**src/rtl/loss_grad.sv**
```systemverilog
// loss_grad -- per-element loss gradient dL/dyHat over a fixed-length vector.
//
// A job is captured from the producer in IDLE. The block then walks the
// latched vectors one element per clock and writes grad[i]. It then holds
// the result in DONE until the consumer acknowledges it.
//
//   model = 1 : grad[i] = 2*(yHat[i]-y[i]), reduced to W bits
//   model = 0 : grad[i] = sign(yHat[i]-y[i]) scaled to +/-1.0 (2^FL)
//   i >= num  : grad[i] = 0
//
// Build option: define LOSS_GRAD_SAT_EN to saturate model=1 results to the
// W-bit signed range. Without it, model=1 results wrap to the low W bits.
//
// Ports
//   clk          in   clock, rising edge
//   reset        in   asynchronous active-low reset
//   model        in   gradient select (1 = MSE-style, 0 = MAE-style)
//   yHat, y      in   signed W-bit predictions / targets, size entries
//   num          in   count of valid elements
//   input_ready  in   producer start request (sampled in IDLE only)
//   output_taken in   consumer acknowledge (sampled in DONE only)
//   state        out  FSM state
//   grad         out  signed W-bit gradients, size entries
//   out_valid    out  high exactly while in DONE
//
// state   | meaning
// --------+-----------------------------------------------
// IDLE    | waiting for input_ready; grad holds last result
// COMPUTE | writing grad[idx], one element per clock
// DONE    | result valid; waiting for output_taken
// 2'b11   | illegal; returns to IDLE on the next edge

module loss_grad #(
  parameter int IL   = 4,
  parameter int FL   = 16,
  parameter int size = 16,
  localparam int W   = IL + FL,
  localparam int CW  = $clog2(size)
) (
  input  logic                clk,
  input  logic                reset,
  input  logic                model,
  input  logic signed [W-1:0] yHat [size],
  input  logic signed [W-1:0] y    [size],
  input  logic [CW-1:0]       num,
  input  logic                input_ready,
  input  logic                output_taken,
  output logic [1:0]          state,
  output logic signed [W-1:0] grad [size],
  output logic                out_valid
);

  typedef enum logic [1:0] {
    IDLE    = 2'b00,
    COMPUTE = 2'b01,
    DONE    = 2'b10
  } state_t;

  localparam logic signed [W-1:0] POS_ONE = W'(64'd1 << FL);
  localparam logic signed [W-1:0] NEG_ONE = -POS_ONE;
  localparam logic signed [W-1:0] SMAX    = {1'b0, {(W-1){1'b1}}};
  localparam logic signed [W-1:0] SMIN    = {1'b1, {(W-1){1'b0}}};
  localparam logic [CW-1:0]       LAST    = CW'(size - 1);

  state_t              st;
  logic [CW-1:0]       idx;
  logic [CW-1:0]       num_q;
  logic                model_q;
  logic signed [W-1:0] yhat_q [size];
  logic signed [W-1:0] y_q    [size];

  logic signed [W:0]   diff;
  logic signed [W+1:0] dbl;
  logic signed [W-1:0] g_mse;
  logic signed [W-1:0] g_mae;
  logic signed [W-1:0] g_next;

  assign state = st;

  // Datapath for the element currently selected by idx.
  always_comb begin
    diff  = {yhat_q[idx][W-1], yhat_q[idx]} - {y_q[idx][W-1], y_q[idx]};
    dbl   = {diff, 1'b0};
    g_mse = dbl[W-1:0];
`ifdef LOSS_GRAD_SAT_EN
    // dbl fits in W bits only when its top three bits agree.
    if (!((dbl[W+1:W-1] == 3'b000) || (dbl[W+1:W-1] == 3'b111)))
      g_mse = dbl[W+1] ? SMIN : SMAX;
`endif
    if (diff == '0)
      g_mae = '0;
    else if (diff[W])
      g_mae = NEG_ONE;
    else
      g_mae = POS_ONE;
    if (idx >= num_q)
      g_next = '0;
    else if (model_q)
      g_next = g_mse;
    else
      g_next = g_mae;
  end

  always_ff @(posedge clk or negedge reset) begin
    if (!reset) begin
      st        <= IDLE;
      out_valid <= 1'b0;
      idx       <= '0;
      num_q     <= '0;
      model_q   <= 1'b0;
      for (int i = 0; i < size; i++) begin
        yhat_q[i] <= '0;
        y_q[i]    <= '0;
        grad[i]   <= '0;
      end
    end else begin
      case (st)
        IDLE: begin
          if (input_ready) begin
            for (int i = 0; i < size; i++) begin
              yhat_q[i] <= yHat[i];
              y_q[i]    <= y[i];
            end
            num_q   <= num;
            model_q <= model;
            idx     <= '0;
            st      <= COMPUTE;
          end
        end
        COMPUTE: begin
          grad[idx] <= g_next;
          if (idx == LAST) begin
            st        <= DONE;
            out_valid <= 1'b1;
          end else begin
            idx <= idx + CW'(1);
          end
        end
        DONE: begin
          // input_ready in the same cycle is deliberately not captured; it
          // is sampled again once back in IDLE.
          if (output_taken) begin
            st        <= IDLE;
            out_valid <= 1'b0;
          end
        end
        default: begin
          st        <= IDLE;
          out_valid <= 1'b0;
        end
      endcase
    end
  end

endmodule
```
**config.mk**
```make
export PLATFORM = sky130hd
export DESIGN_NAME = loss_grad
export DESIGN_NICKNAME = d
export VERILOG_FILES = /design/src/rtl/loss_grad.sv
export SDC_FILE = /design/constraint.sdc
export NUM_CORES = 1
export LEC_CHECK = 0
export CELL_PAD_IN_SITES_DETAIL_PLACEMENT = 2
export CELL_PAD_IN_SITES_GLOBAL_PLACEMENT = 2
export CORE_AREA = 4 4 382 384
export CTS_CLUSTER_SIZE = 30
export DETAILED_ROUTE_END_ITERATION = 10
export DIE_AREA = 0 0 386 388
export MAX_ROUTING_LAYER = met4
export PLACE_DENSITY_LB_ADDON = 0.1
export SETUP_SLACK_MARGIN = 0.05
export SYNTH_ARGS = -nofsm -noshare
export SYNTH_HDL_FRONTEND = slang
export SYNTH_SLANG_ARGS = --single-unit
```
**constraint.sdc**
```tcl
create_clock -name clk -period 5.2 [get_ports clk]
set_clock_uncertainty 0.15 [all_clocks]
set_input_delay 1.04 -clock clk [delete_from_list [all_inputs] [get_ports clk]]
set_output_delay 1.04 -clock clk [all_outputs]
set_load 0.1 [all_outputs]
```
== Word-level counts from Yosys, hierarchy flattened ==
Index checks and enable logic that the tools add are counted.

* Bits in registers: 972
* Latch bits: 0
* Memory bits (writable): 0
* ROM bits: 0
* Bits of input ports: 649
* Output and inout port bits: 323
* Word-level logic and storage cells: 98
* Memories: 0

* $add $sub $neg: 2
* $mul: 0
* Divide/modulo/power cells: 0
* Order comparisons: 3
* Equal/unequal tests: 7
* Shift operators: 0
* Muxes and demuxes: 23
* Bitwise gates (word level): 2
* Reduce and logical (&&, ||, !) cells: 8

{| class="wikitable"
|+ Operators with widths
! kind !! count
|-
| $bwmux W320 || 1
|-
| $mux W20 || 9
|-
| $bmux W20 S4 || 2
|-
| $demux W20 S4 || 1
|-
| $logic_not A21 Y1 || 1
|-
| $sub A20 B20 Y21 || 1
|-
| $reduce_and A3 Y1 || 3
|-
| $mux W4 || 2
|-
| $ne A2 B2 Y1 const B || 4
|-
| $pmux W4 S2 || 1
|-
| $mux W2 || 3
|-
| $pmux W2 S3 || 1
|-
| $ge A5 B5 Y1 const B || 1
|-
| $lt A5 B1 Y1 const B || 1
|-
| $not A4 Y5 || 1
|-
| $add A4 B1 Y4 const B || 1
|-
| $eq A4 B4 Y1 const B || 1
|-
| $ge A4 B4 Y1 || 1
|-
| $pmux W1 S3 || 1
|-
| $eq A2 B1 Y1 const B || 1
|-
| $eq A2 B2 Y1 const B || 1
|-
| $logic_not A2 Y1 || 1
|-
| $mux W1 || 2
|-
| $reduce_and A2 Y1 || 1
|-
| other kinds (3) || 3
|}

== Depth between registers and ports, before layout ==
Gate-level depths: netlist of run 1.

* Word-level depth: 10
* Gate-level depth with buffers: 18
* Mapped depth without buffers: 14

== Least setup slack after synthesis of run 1 ==
OpenSTA, ideal clock, no wires.

* Path kind: reg2reg
* Start point: reg idx[0]
* End point: reg grad[116] (netlist bit)
* Library setup time: 126 ps
* Data arrival time: 5269 ps
* Required time: 4924 ps
* Slack: -345 ps
* Cell stages (with the launch flop): 19
* Buffers on the path: 5
* Cells stage by stage: dfrtp_1 > clkbuf_1 > buf_1 > buf_1 > mux4_2 > mux4_2 > ha_1 > fa_1 > and2b_1 > o211ai_4 > and2_1 > buf_6 > o21a_4 > a21boi_2 > o2111ai_2 > nor4_4 > a41oi_4 > buf_6 > mux2_2

* Longest elaborated chain between the ends: 10

{| class="wikitable"
|+ Ends and longest elaborated chain
! what !! RTL line !! source
|-
| start, declared || 66 || <nowiki>logic [CW-1:0] idx;</nowiki>
|-
| start signal, assigned || 136 || <nowiki>idx <= idx + CW'(1);</nowiki>
|-
| $not A4 Y5 (not written as such) || 82, 131 ||
|-
| $bmux W20 S4 || 82 || <nowiki>diff = {yhat_q[idx][W-1], yhat_q[idx]} - {y_q[idx][W-1], y_q[idx]};</nowiki>
|-
| $mux W20 (not written as such) (2 in a row) || 82 ||
|-
| $sub A20 B20 Y21 || 82 ||
|-
| $logic_not A21 Y1 || 90 || <nowiki>if (diff == '0)</nowiki>
|-
| $mux W20 || 90 ||
|-
| $mux W20 || 98 || <nowiki>else if (model_q)</nowiki>
|-
| $mux W20 || 96 || <nowiki>if (idx >= num_q)</nowiki>
|-
| $bwmux W320 * || 131 || <nowiki>grad[idx] <= g_next;</nowiki>
|-
| end signal, assigned by index || 131 ||
|-
| end, declared || 49 || <nowiki>output logic signed [W-1:0] grad [size],</nowiki>
|}

Mark *: on every way between the ends. The rest lies on a longest branch, timed or not. The select of a mux whose other input is x is not followed.
A chain may end at the register's enable or synchronous reset.

== Final worst setup path of run 1 ==
* Start point: reg idx[0]
* End point: reg grad[296] (netlist bit)

Same word-level chain as after synthesis.

==> metrics.md, run 1 <==
| Metric | Value |
|---|---|
| Status | `completed` |
| Max IR drop VDD | `1.12 mV` |
| LEAKAGE | `roughly 0.024 µW` |
| Longest Clk Path Bufs | `3` |
| Synth Cell Area | `roughly 41000 µm²` |
| Register Area | `approximately 24000 µm²` |
| Routed Antenna Nets | `0` |
| Post-DR vias/cell | `4.88` |
| Clock sink total | `956` |
| Vias post-DR | `just under 30000` |
| Syn Inst Count | `about 2900` |
| Clock transition at path regs | `0.06 ns` |
| Die W | `between 300 and 400 µm` |
| Initial Util | `0.290` |
| Crit path DAT | `between 5 and 6 ns` |
| Max-slew violations | `0` |
| Die height | `roughly 390 µm` |
| CP Class | `flip-flop to flip-flop` |
| Clock tree from TritonCTS | `done` |
| Clock buffer count from CTS | `110` |
| Die area | `about 150000 µm²` |
| Std cell rows | `between 100 and 150` |
| Post-layout power | `between 40000 and 50000 µW` |
| GRT Overall Usage | `0.237` |
| Clk_lat worst skew | `0.70 ns` |
| Final min period | `5.09 ns` |
| Final Instance Count excl. Fillers | `5948` |
| Area of the multi-input gates | `about 17000 µm²` |
| Vias in the first global route | `between 30000 and 40000` |
| Area Growth Syn to Fin | `40.9%` |
| RSZ-0062 raised after global routing | `true` |
| Crit-path max FO | `8` |
| Warnings from Yosys | `0` |
| Startpoint Class | `flip-flop` |
| Drt pass-1 iters | `7` |
| Fmax | `between 150 and 200 MHz` |
| Core Region | `143000 µm²` |
| Largest area contributor in the synthesized netlist | `dfrtp_1` |
| Setup violations, final | `0` |
| First-pass GRT wire length | `about 250 mm` |
| Hold Worst Slack | `about 0.25 ns` |
| Most common cell after layout, fill and taps aside | `clkdlybuf4s50_1` |
| Pin count of the biggest net entering global routing | `133` |
| Async set-or-reset flop fraction in the synthesized netlist | `1.00` |
| Routed wire length | `178 mm` |
| # DRC | `0` |
| Syn Area/Cell | `approximately 15 µm²` |
| Post-synthesis register bit count | `roughly 960` |
| Setup TNS | `0 ns` |
| Worst slew margin | `0.227` |
| Reg2Reg Setup Slack | `0.11 ns` |
| Layout Nets | `4544` |
| Sequential area share after synthesis | `0.579` |
| Placement Cell Area | `53700 µm²` |
| Most frequent cells in the layout | `954 x clkdlybuf4s50_1, 952 x dfrtp_1, 687 x mux2_2` |
| H-Tree Depth | `3` |
| R2r worst-path depth | `17` |
| Root Driver | `clkbuf_16` |
| Cell variety after synth | `between 60 and 70` |
| CP Data Required Time | `about 5.6 ns` |
| Synth area leaders | `dfrtp_1 58%, mux2_2 19%, mux4_2 11%, o21ai_0 2.7%, nand2_1 2.6%` |
| Tcrit/Tclk final | `0.979` |
| Top cell type's share of synthesized area | `0.579` |
| Post-synth top flop | `dfrtp_1` |
| Dpl hpwl | `between 100 and 150 mm` |
| Final Cell Area | `roughly 58000 µm²` |
| Post-synth EDFFs | `0` |
| Placer Congestion | `about 0.89` |
| I/O Pins | `just under 1000` |
| DRT iter0 DRCs | `~1500` |
| WL/cell | `~30 µm` |
| Final count of hold timing violations | `0` |
| Fraction of layout cells with a size suffix above 1 | `0.322` |
| Layout fillers | `approximately 14000` |
| Crit end category | `flip-flop` |
| Worst-margin pin slew | `roughly 1.2 ns` |
| Max-Cap Viols | `0` |
| Grt total ovfl | `0` |
| Worst min-delay path class | `input port to async pin` |
| PortBufs | `955` |
| Pwr dens | `836 nW/µm²` |
| Placed Cells | `around 5600` |
| Initial antenna violation count | `~110` |
==> metrics by stage <==
step | util | worst slack [ns]
finish | 0.408 | 0.108
global route | 0.408 | -0.0188
CTS | 0.403 | 0.0790
detailed placement | 0.376 | -0.122
global placement | 0.376 | -0.0242
floorplan | - | 0.0651
==> flip-flops by register name, indices dropped and copies added, names as in the netlist <==
| signal | cells |
|---|---|
| idx | 4 |
| y_q | 320 |
| out_valid | 1 |
| state | 2 |
| model_q | 1 |
| yhat_q | 320 |
| num_q | 4 |
| grad | 304 |
==> metal layers <==
| metal | global-route usage | vias up | share of wire |
|---|---|---|---|
| met5 | - | - | 0 |
| met4 | 0.0906 | 0 | 0.036 |
| met3 | 0.0455 | 250 | 0.054 |
| met2 | 0.399 | 888 | 0.51 |
| met1 | 0.282 | 15400 | 0.40 |
| li1 | - | 12500 | - |
==> critical path, cell delays in order (launching register included) <==
cell	delay, ns
dfrtp_4	0.48
buf_12	0.17
buf_12	0.14
buf_6	0.12
mux4_2	0.50
mux4_2	0.56
inv_2	0.09
fa_2	0.19
and2b_2	0.25
o211ai_4	0.23
and2_4	0.19
mux2_4	0.31
nor4_4	0.31
nand4b_1	0.21
nor4_4	0.35
a41oi_4	0.22
clkbuf_16	0.23
mux2_2	0.26
==> final cells by class <==
type	count	share of cell area
Sequential cell	956	0.411
Multi-Input combinational cell	1656	0.285
Clock inverter	37	0.00694
Timing Repair Buffer	1111	0.193
Tap cell	1903	0.0409
Clock buffer	165	0.0569
Inverter	31	0.00200
Antenna cell	89	0.00382
==> timing repair <==
item,in CTS,in global routing
setup endpoints to repair,16,62
gates cloned,0,3
buffers inserted,1,32
hold buffers,0,0
pin swaps,0,7
gates resized for setup,1,31
==> kinds of logic (layout without fill, tap and decap cells) <==
logic type               Yosys count  in the layout  share of synthesized area
XOR/XNOR                          17             17                    0.00406
adder cells (fa/ha/maj)           29             29                    0.00896
AND/OR/NAND/NOR                  363            363                     0.0370
multiplexers                     892            892                      0.298
other                              1            105                  0.0000907
flip-flops                       956            956                      0.579
AO/OA/AOI/OAI                    339            339                     0.0486
buffers and inverters            253           1344                     0.0251
==> power by group <==
part           total [µW]  internal, µW  switching, µW
logic               27800         10800          17000
clock network        8000          4730           3270
registers           12900         10700           2190
==> Yosys cell counts (all sizes together) (3+ instances only) <==
library cell / n
and2: 5
nand2b: 5
inv: 31
ha: 28
o21a: 7
nor2: 16
xnor2: 9
mux4: 200
nand2: 290
a21oi: 23
clkbuf: 166
o211ai: 4
nor2b: 6
nor3: 3
or2: 3
nand3: 15
o31ai: 48
nand4: 5
dfrtp: 956
buf: 56
a21o: 7
and3: 5
mux2: 692
o21ai: 228
xor2: 8
a31oi: 3
==> final timing paths <==
| check | endpoint | start |
|---|---|---|
| setup reg to reg | grad[296]$_DFFE_PN0P_ | idx[0]$_DFFE_PN0P_ |
| min in group clk | grad[191]$_DFFE_PN0P_ | grad[191]$_DFFE_PN0P_ |
| hold reg to reg | grad[191]$_DFFE_PN0P_ | grad[191]$_DFFE_PN0P_ |
| max in group asynchronous | y_q[54]$_DFFE_PN0P_ | reset |
| setup / recovery | grad[296]$_DFFE_PN0P_ | idx[0]$_DFFE_PN0P_ |
| hold / removal | grad[265]$_DFFE_PN0P_ | reset |
Note: power is estimated with default switching activity, not from simulation.
==> run 2: changes to the inputs <==
--- a/config.mk
+++ b/config.mk
@@ -12,7 +12,7 @@
 export DETAILED_ROUTE_END_ITERATION = 10
 export DIE_AREA = 0 0 386 388
 export MAX_ROUTING_LAYER = met4
-export PLACE_DENSITY_LB_ADDON = 0.1
+export PLACE_DENSITY = 0.72
 export SETUP_SLACK_MARGIN = 0.05
 export SYNTH_ARGS = -nofsm -noshare
 export SYNTH_HDL_FRONTEND = slang
==> constraint.sdc (replaced) <==
create_clock -name clk -period 5.2 [get_ports clk]
set_clock_uncertainty 0.15 [all_clocks]
set_input_delay 1.3 -clock clk [delete_from_list [all_inputs] [get_ports clk]]
set_output_delay 1.3 -clock clk [all_outputs]
set_load 0.1 [all_outputs]
==> run 2 against run 1 <==
- sequential cell count stayed put
- count of clock-buffer cells in the layout is 3 lower
- cell area is 0.23% lower
- routed wire length is 0.25% higher
- power hardly changed
- worst hold slack better by 0.080 ns
- global-route usage is 0.18 points lower
- clock power is 2% higher
==> metrics.md, run 2 (synthesis results as in run 1) <==
| Metric | Value |
|---|---|
| Status | `completed` |
| Most frequent cells in the layout | `952 x dfrtp_1, 951 x clkdlybuf4s50_1, 691 x mux2_2` |
| First-pass GRT wire length | `245 mm (-1.5%)` |
| Critical Path Max Stage Delay | `0.53 ns (-0.03 ns)` |
| Clock transition at path regs | `0.06 ns (about the same)` |
| Max-Cap Viols | `0 (unchanged)` |
| Grt total ovfl | `0 (unchanged)` |
| Startpoint Class | `flip-flop` |
| I/O Pins | `972 (unchanged)` |
| CP Data Required Time | `5.62 ns (about the same)` |
| GRT Overall Usage | `0.236 (-0.00180)` |
| Top Registers | `y_q x320, yhat_q x320, grad x304` |
| Die W | `386 µm (unchanged)` |
| Dpl hpwl | `133 mm (-3.3%)` |
| Tcrit/Tclk final | `0.969 (-0.0103)` |
| Clock buffer count from CTS | `109 (-0.91%)` |
| Setup violations, final | `0 (unchanged)` |
| Final count of hold timing violations | `0 (unchanged)` |
| Initial antenna violation count | `119 (+9.2%)` |
| Vias post-DR | `29400 (+1.2%)` |
| Setup TNS | `0 ns (unchanged)` |
| CP Class | `flip-flop to flip-flop` |
| Post-DR vias/cell | `4.94 (+1.2%)` |
| Fmax | `198 MHz (+1.1%)` |
| Die height | `388 µm (unchanged)` |
| Drt pass-1 iters | `5 (-2)` |
| Std cell rows | `139 (unchanged)` |
| Pre-CTS setup slack | `0.00794 ns (+0.130 ns)` |
| PortBufs | `955 (unchanged)` |
| Area Growth Syn to Fin | `40.6%` |
| H-Tree Depth | `3 (unchanged)` |
| Crit end category | `flip-flop` |
| Crit path DAT | `5.46 ns (-0.06 ns)` |
| Worst slew margin | `0.274 (+0.0471)` |
| Root Driver | `clkbuf_16` |
| Cell breakdown of the critical path | `buf_4 > clkbuf_16 > mux4_2 > mux4_2 > inv_4 > ha_1 > and2_4 > a221oi_4 > and2_4 > mux2_4 > nor4_4 > nand4b_1 > nor4_4 > a41oi_4 > buf_12 > mux2_2` |
| Clock tree from TritonCTS | `done` |
| Placer Congestion | `0.865 (-2.5%)` |
| Most common cell after layout, fill and taps aside | `dfrtp_1` |
| Core Util, Final | `0.407 (-0.000946)` |
| R2R Path Start | `idx[0]$_DFFE_PN0P_` |
| WHS Endpoint | `grad[114]$_DFFE_PN0P_` |
| Crit-path max FO | `16 (+8)` |
| Worst Hold Depth | `2` |
| DRT iter0 DRCs | `1752 (+21%)` |
| Core Region | `143000 µm² (unchanged)` |
| Die area | `150000 µm² (unchanged)` |
| Worst r2r dst | `grad[256]$_DFFE_PN0P_` |
| Routed Antenna Nets | `0 (unchanged)` |
| Routed wl met2 | `88.1 mm (-2.8%)` |
| RSZ-0062 raised after global routing | `false` |
| Reg2Reg Setup Slack | `0.16 ns (+0.05 ns)` |
| # DRC | `0 (unchanged)` |
| Slowest cell on crit path | `mux4_2` |
| Met1 wire length | `69.1 mm (-3.7%)` |
| R2r worst-path depth | `16 (-1)` |
| Worst-margin pin slew | `1.09 ns (-0.0705 ns)` |
| Vias in the first global route | `32600 (-0.68%)` |
| Fraction of layout cells with a size suffix above 1 | `0.319 (-0.00303)` |
| Routed wire length | `179 mm (+0.25%)` |
| WL/cell | `30.1 µm (+0.26%)` |
| Clock sink total | `956 (unchanged)` |
| Clk_lat worst skew | `0.75 ns (+0.05 ns)` |
| Max-slew violations | `0 (unchanged)` |
| Initial Util | `0.290 (unchanged)` |
| Pin count of the biggest net entering global routing | `149 (+12%)` |
| Top sig layer | `met4` |
| Met3 wire length | `13.5 mm (+42%)` |
| Layout Nets | `4518 (-0.57%)` |
| Final min period | `5.04 ns (-0.0534 ns)` |
| Layout fillers | `14100 (+0.62%)` |
| Longest Clk Path Bufs | `3 (unchanged)` |
| Pwr dens | `838 nW/µm² (+0.17%)` |
| Worst min-delay path startpoint | `grad[114]$_DFFE_PN0P_` |
| Max IR drop VDD | `0.825 mV (-26%)` |
| Worst setup slack after layout | `0.161 ns (+0.0534 ns)` |
| Worst min-delay path class | `flip-flop to flip-flop` |
| LEAKAGE | `0.0234 µW (-0.58%)` |
[run 2: critical path, delay by kind of cell, from the launching register on]
family / cells / cell delay, ns
flops: 1 / 0.52
fa+ha+maj: 1 / 0.27
mux: 4 / 1.63
compound gates: 2 / 0.45
simple gates: 5 / 1.16
buf+inv: 4 / 0.68
[run 2: routing by layer]
layer,vias up,global-route usage
met3,301,0.0715
li1,12400,-
met5,-,-
met4,0,0.116
met2,1071,0.376
met1,15600,0.269
[run 2: stage by stage]
stage	total power (µW)	hold slack (ns)	instance area, µm²	std cells
global route	51100	0.346	58100	5943
finish	48700	0.325	58100	5947
floorplan	28600	0.325	41400	2865
detailed placement	39900	0.318	53700	5617
CTS	48500	0.332	57500	5822
global placement	39100	0.308	53700	5617
[run 2: what timing repair did]
item,in CTS,in global routing
cloned,0,3
hold buffers,0,0
endpoints found under the setup margin,45,64
setup buffers,0,12
gates resized for setup,8,31
pin swaps,0,4
[run 2: power breakdown]
| part | switching [µW] | internal, µW |
|---|---|---|
| combinational | 17200 | 10400 |
| clock | 3390 | 4750 |
| sequential | 2300 | 10700 |
[run 2: how the worst max path moves through the flow]
stage	depth (start not counted)	startpoint	to
after floorplan	18	idx[0]$_DFFE_PN0P_	grad[116]$_DFFE_PN0P_
after global placement	16	idx[0]$_DFFE_PN0P_	grad[236]$_DFFE_PN0P_
after detailed placement	15	idx[0]$_DFFE_PN0P_	grad[297]$_DFFE_PN0P_
after CTS	15	idx[0]$_DFFE_PN0P_	grad[256]$_DFFE_PN0P_
after global routing	16	idx[0]$_DFFE_PN0P_	grad[256]$_DFFE_PN0P_
final	16	idx[0]$_DFFE_PN0P_	grad[256]$_DFFE_PN0P_
[run 2: final cells by class]
cell class                 count  area, µm²  area share
sequential                   956      23900       0.412
multi-input combinational   1656      16600       0.286
timing repair buffer        1086      11000       0.190
clock buffer                 162       3220      0.0554
tap                         1903       2380      0.0410
clock inverter                43        561     0.00965
antenna                      110        275     0.00474
inverter                      31        119     0.00205
==> run 3: changes to the inputs <==
==> constraint.sdc (replaced) <==
create_clock -name clk -period 5.2 [get_ports clk]
set_clock_uncertainty 0.15 [all_clocks]
set_input_delay 1.3 -clock clk [delete_from_list [all_inputs] [get_ports clk]]
set_output_delay 1.3 -clock clk [all_outputs]
set_load 0.005 [all_outputs]
==> run 3 against run 2 <==
- critical path depth is 1 lower
- first-iteration DRC count is 10% lower
- power is 8.1% lower
- routed wire length is 0.39% lower
- combinational power is 15% lower
- critical path type unchanged
- sequential cell count stayed put
- setup slack better by 0.030 ns
- largest power group unchanged
- die area stayed put
- cell count is 0.13% lower
- highest routed layer unchanged
- global-route usage hardly changed
- worst hold slack hardly changed
- clock power is 2% higher
==> metrics.md, run 3 (synthesis results as in run 1) <==
| Metric | Value |
|---|---|
| Status | `completed` |
| I/O Pins | `972 (unchanged)` |
| Core Region | `143000 µm² (unchanged)` |
| Clock sink total | `956 (unchanged)` |
| Setup violations, final | `0 (unchanged)` |
| Pwr dens | `767 nW/µm² (-8.5%)` |
| Startpoint Class | `flip-flop` |
| Worst r2r dst | `grad[36]$_DFFE_PN0P_` |
| Fmax | `200 MHz (+0.60%)` |
| Hold Worst Slack | `0.325 ns (+0.000260 ns)` |
| Max-Cap Viols | `0 (unchanged)` |
| Clock tree from TritonCTS | `done` |
| Clock transition at path regs | `0.06 ns (about the same)` |
| WL/cell | `30.0 µm (-0.26%)` |
| Initial antenna violation count | `107 (-10%)` |
| Crit path DAT | `5.44 ns (-0.02 ns)` |
| Fraction of layout cells with a size suffix above 1 | `0.323 (+0.00384)` |
| Combinational cell fraction of total power | `0.523 (-0.043)` |
| Pin count of the biggest net entering global routing | `149 (unchanged)` |
| Worst min-delay path startpoint | `grad[134]$_DFFE_PN0P_` |
| First-pass GRT wire length | `246 mm (+0.25%)` |
| Most common cell after layout, fill and taps aside | `clkdlybuf4s50_1` |
| Register Area | `23900 µm² (unchanged)` |
| Vias post-DR | `29200 (-0.65%)` |
| Sequential share of power | `0.290 (+0.023)` |
| Worst setup slack after layout | `0.191 ns (+0.0299 ns)` |
| Reg2Reg Setup Slack | `0.19 ns (+0.03 ns)` |
| Crit-path max FO | `16 (unchanged)` |
| Root Driver | `clkbuf_16` |
| Core Util, Final | `0.409 (+0.00163)` |
| Layout Nets | `4531 (+0.29%)` |
| Max IR drop VDD | `0.860 mV (+4.2%)` |
| Final min period | `5.01 ns (-0.0299 ns)` |
| Most frequent cells in the layout | `954 x clkdlybuf4s50_1, 952 x dfrtp_1, 691 x mux2_2` |
| H-Tree Depth | `3 (unchanged)` |
| Clk_lat worst skew | `0.75 ns (about the same)` |
| Die W | `386 µm (unchanged)` |
| Longest Clk Path Bufs | `3 (unchanged)` |
| Worst slew margin | `0.281 (+0.00668)` |
| WHS Endpoint | `grad[134]$_DFFE_PN0P_` |
| Worst-margin pin slew | `1.08 ns (-0.00963 ns)` |
| R2r worst-path depth | `15 (-1)` |
| PortBufs | `955 (unchanged)` |
| Routed Antenna Nets | `0 (unchanged)` |
| Std cell rows | `139 (unchanged)` |
| Post-DR vias/cell | `4.91 (-0.52%)` |
| R2R Path Start | `idx[0]$_DFFE_PN0P_` |
| Sw power | `18600 µW (-19%)` |
| Die height | `388 µm (unchanged)` |
| Worst min-delay path class | `flip-flop to flip-flop` |
| GRT Overall Usage | `0.236 (+0.000381)` |
| Pre-CTS setup slack | `-0.0525 ns (-0.0604 ns)` |
| Clock Power Share | `0.186 (+0.019)` |
| Crit end category | `flip-flop` |
| Switching Fraction | `0.416 (-0.0535)` |
| CP Data Required Time | `5.64 ns (+0.02 ns)` |
| LEAKAGE | `0.0235 µW (+0.41%)` |
| Final Instance Count excl. Fillers | `5939 (-0.13%)` |
| DRT iter0 DRCs | `1576 (-10%)` |
| Tcrit/Tclk final | `0.963 (-0.00574)` |
| Layout fillers | `14200 (+0.13%)` |
| Vias in the first global route | `32700 (+0.25%)` |
| Area Growth Syn to Fin | `41.1%` |
| # DRC | `0 (unchanged)` |
| Dpl hpwl | `133 mm (+0.31%)` |
| Initial Util | `0.290 (unchanged)` |
| Die area | `150000 µm² (unchanged)` |
| Area of the multi-input gates | `16600 µm² (+0.15%)` |
| Clock buffer count from CTS | `111 (+1.8%)` |
| Worst Hold Depth | `2 (unchanged)` |
| Routed wire length | `178 mm (-0.39%)` |
| Top Registers | `y_q x320, yhat_q x320, grad x304` |
| Grt total ovfl | `0 (unchanged)` |
| Placer Congestion | `0.864 (about the same)` |
| CP Class | `flip-flop to flip-flop` |
| Placed Cells | `5617 (unchanged)` |
| Int Pwr | `26100 µW (+1.1%)` |
| Max-slew violations | `0 (unchanged)` |
| Post-layout power | `44700 µW (-8.1%)` |
| Hold buffer count at CTS | `0 (unchanged)` |
| Drt pass-1 iters | `4 (-1)` |
| RSZ-0062 raised after global routing | `true` |
| Final count of hold timing violations | `0 (unchanged)` |
[run 3: worst max-delay path by stage]
stage | cells after the start | to | slack [ns] | start
2_1_floorplan | 18 | grad[36]$_DFFE_PN0P_ | 0.07 | idx[0]$_DFFE_PN0P_
6_report | 15 | grad[36]$_DFFE_PN0P_ | 0.19 | idx[0]$_DFFE_PN0P_
4_1_cts | 16 | grad[17]$_DFFE_PN0P_ | 0.06 | idx[0]$_DFFE_PN0P_
3_3_place_gp | 16 | grad[236]$_DFFE_PN0P_ | 0.1 | idx[0]$_DFFE_PN0P_
5_1_grt | 17 | grad[36]$_DFFE_PN0P_ | 0.02 | idx[0]$_DFFE_PN0P_
3_5_place_dp | 15 | grad[256]$_DFFE_PN0P_ | -0.05 | idx[0]$_DFFE_PN0P_
[run 3: layout make-up]
class / count / area share
multi-input cells: 1656 / 0.285
diodes: 90 / 0.00386
clock buffers: 149 / 0.0535
flip-flops and latches: 956 / 0.410
inverters: 31 / 0.00210
well taps: 1903 / 0.0408
repair buffers: 1097 / 0.191
clock inverters: 57 / 0.0132
[run 3: critical path, stage by stage (launching register included)]
cell	delay, ns
dfrtp_4	0.54
buf_8	0.16
buf_4	0.12
mux4_2	0.51
mux4_2	0.52
ha_2	0.22
fa_2	0.56
nand2_1	0.06
a311oi_1	0.33
o211ai_1	0.20
nor4_4	0.28
nand4b_1	0.19
nor4_4	0.38
a41oi_4	0.16
buf_12	0.18
mux2_2	0.26
[run 3: metrics by stage]
step | instance area, µm² | setup TNS, ns
CTS | 57700 | 0
detailed placement | 53700 | -0.635
finish | 58300 | 0
global placement | 53700 | 0
global route | 58300 | 0
floorplan | 41400 | 0
[run 3: power groups by stage]
stage | Combinational (µW) | Clock, µW | Sequential [µW]
floorplan | 12400 | 0 | 11900
global placement | 21900 | 0 | 12800
detailed placement | 22500 | 0 | 13000
CTS | 22900 | 8550 | 13000
global route | 24900 | 8930 | 13300
finish | 23400 | 8330 | 13000
[run 3: routing by layer]
metal  part of all wire  up-vias  GRT usage
met2               0.50      999      0.390
met4              0.040        0     0.0988
met3              0.073      263     0.0638
met1               0.39    15500      0.270
met5                  0        -          -
li1                   -    12500          -
[run 3: timing repair]
action / CTS / global route
buffers inserted: 2 / 20
cloned: 2 / 2
hold endpoints to repair: 0 / 0
resized for setup: 8 / 39
setup endpoints to repair: 47 / 66
pin swaps: 0 / 8
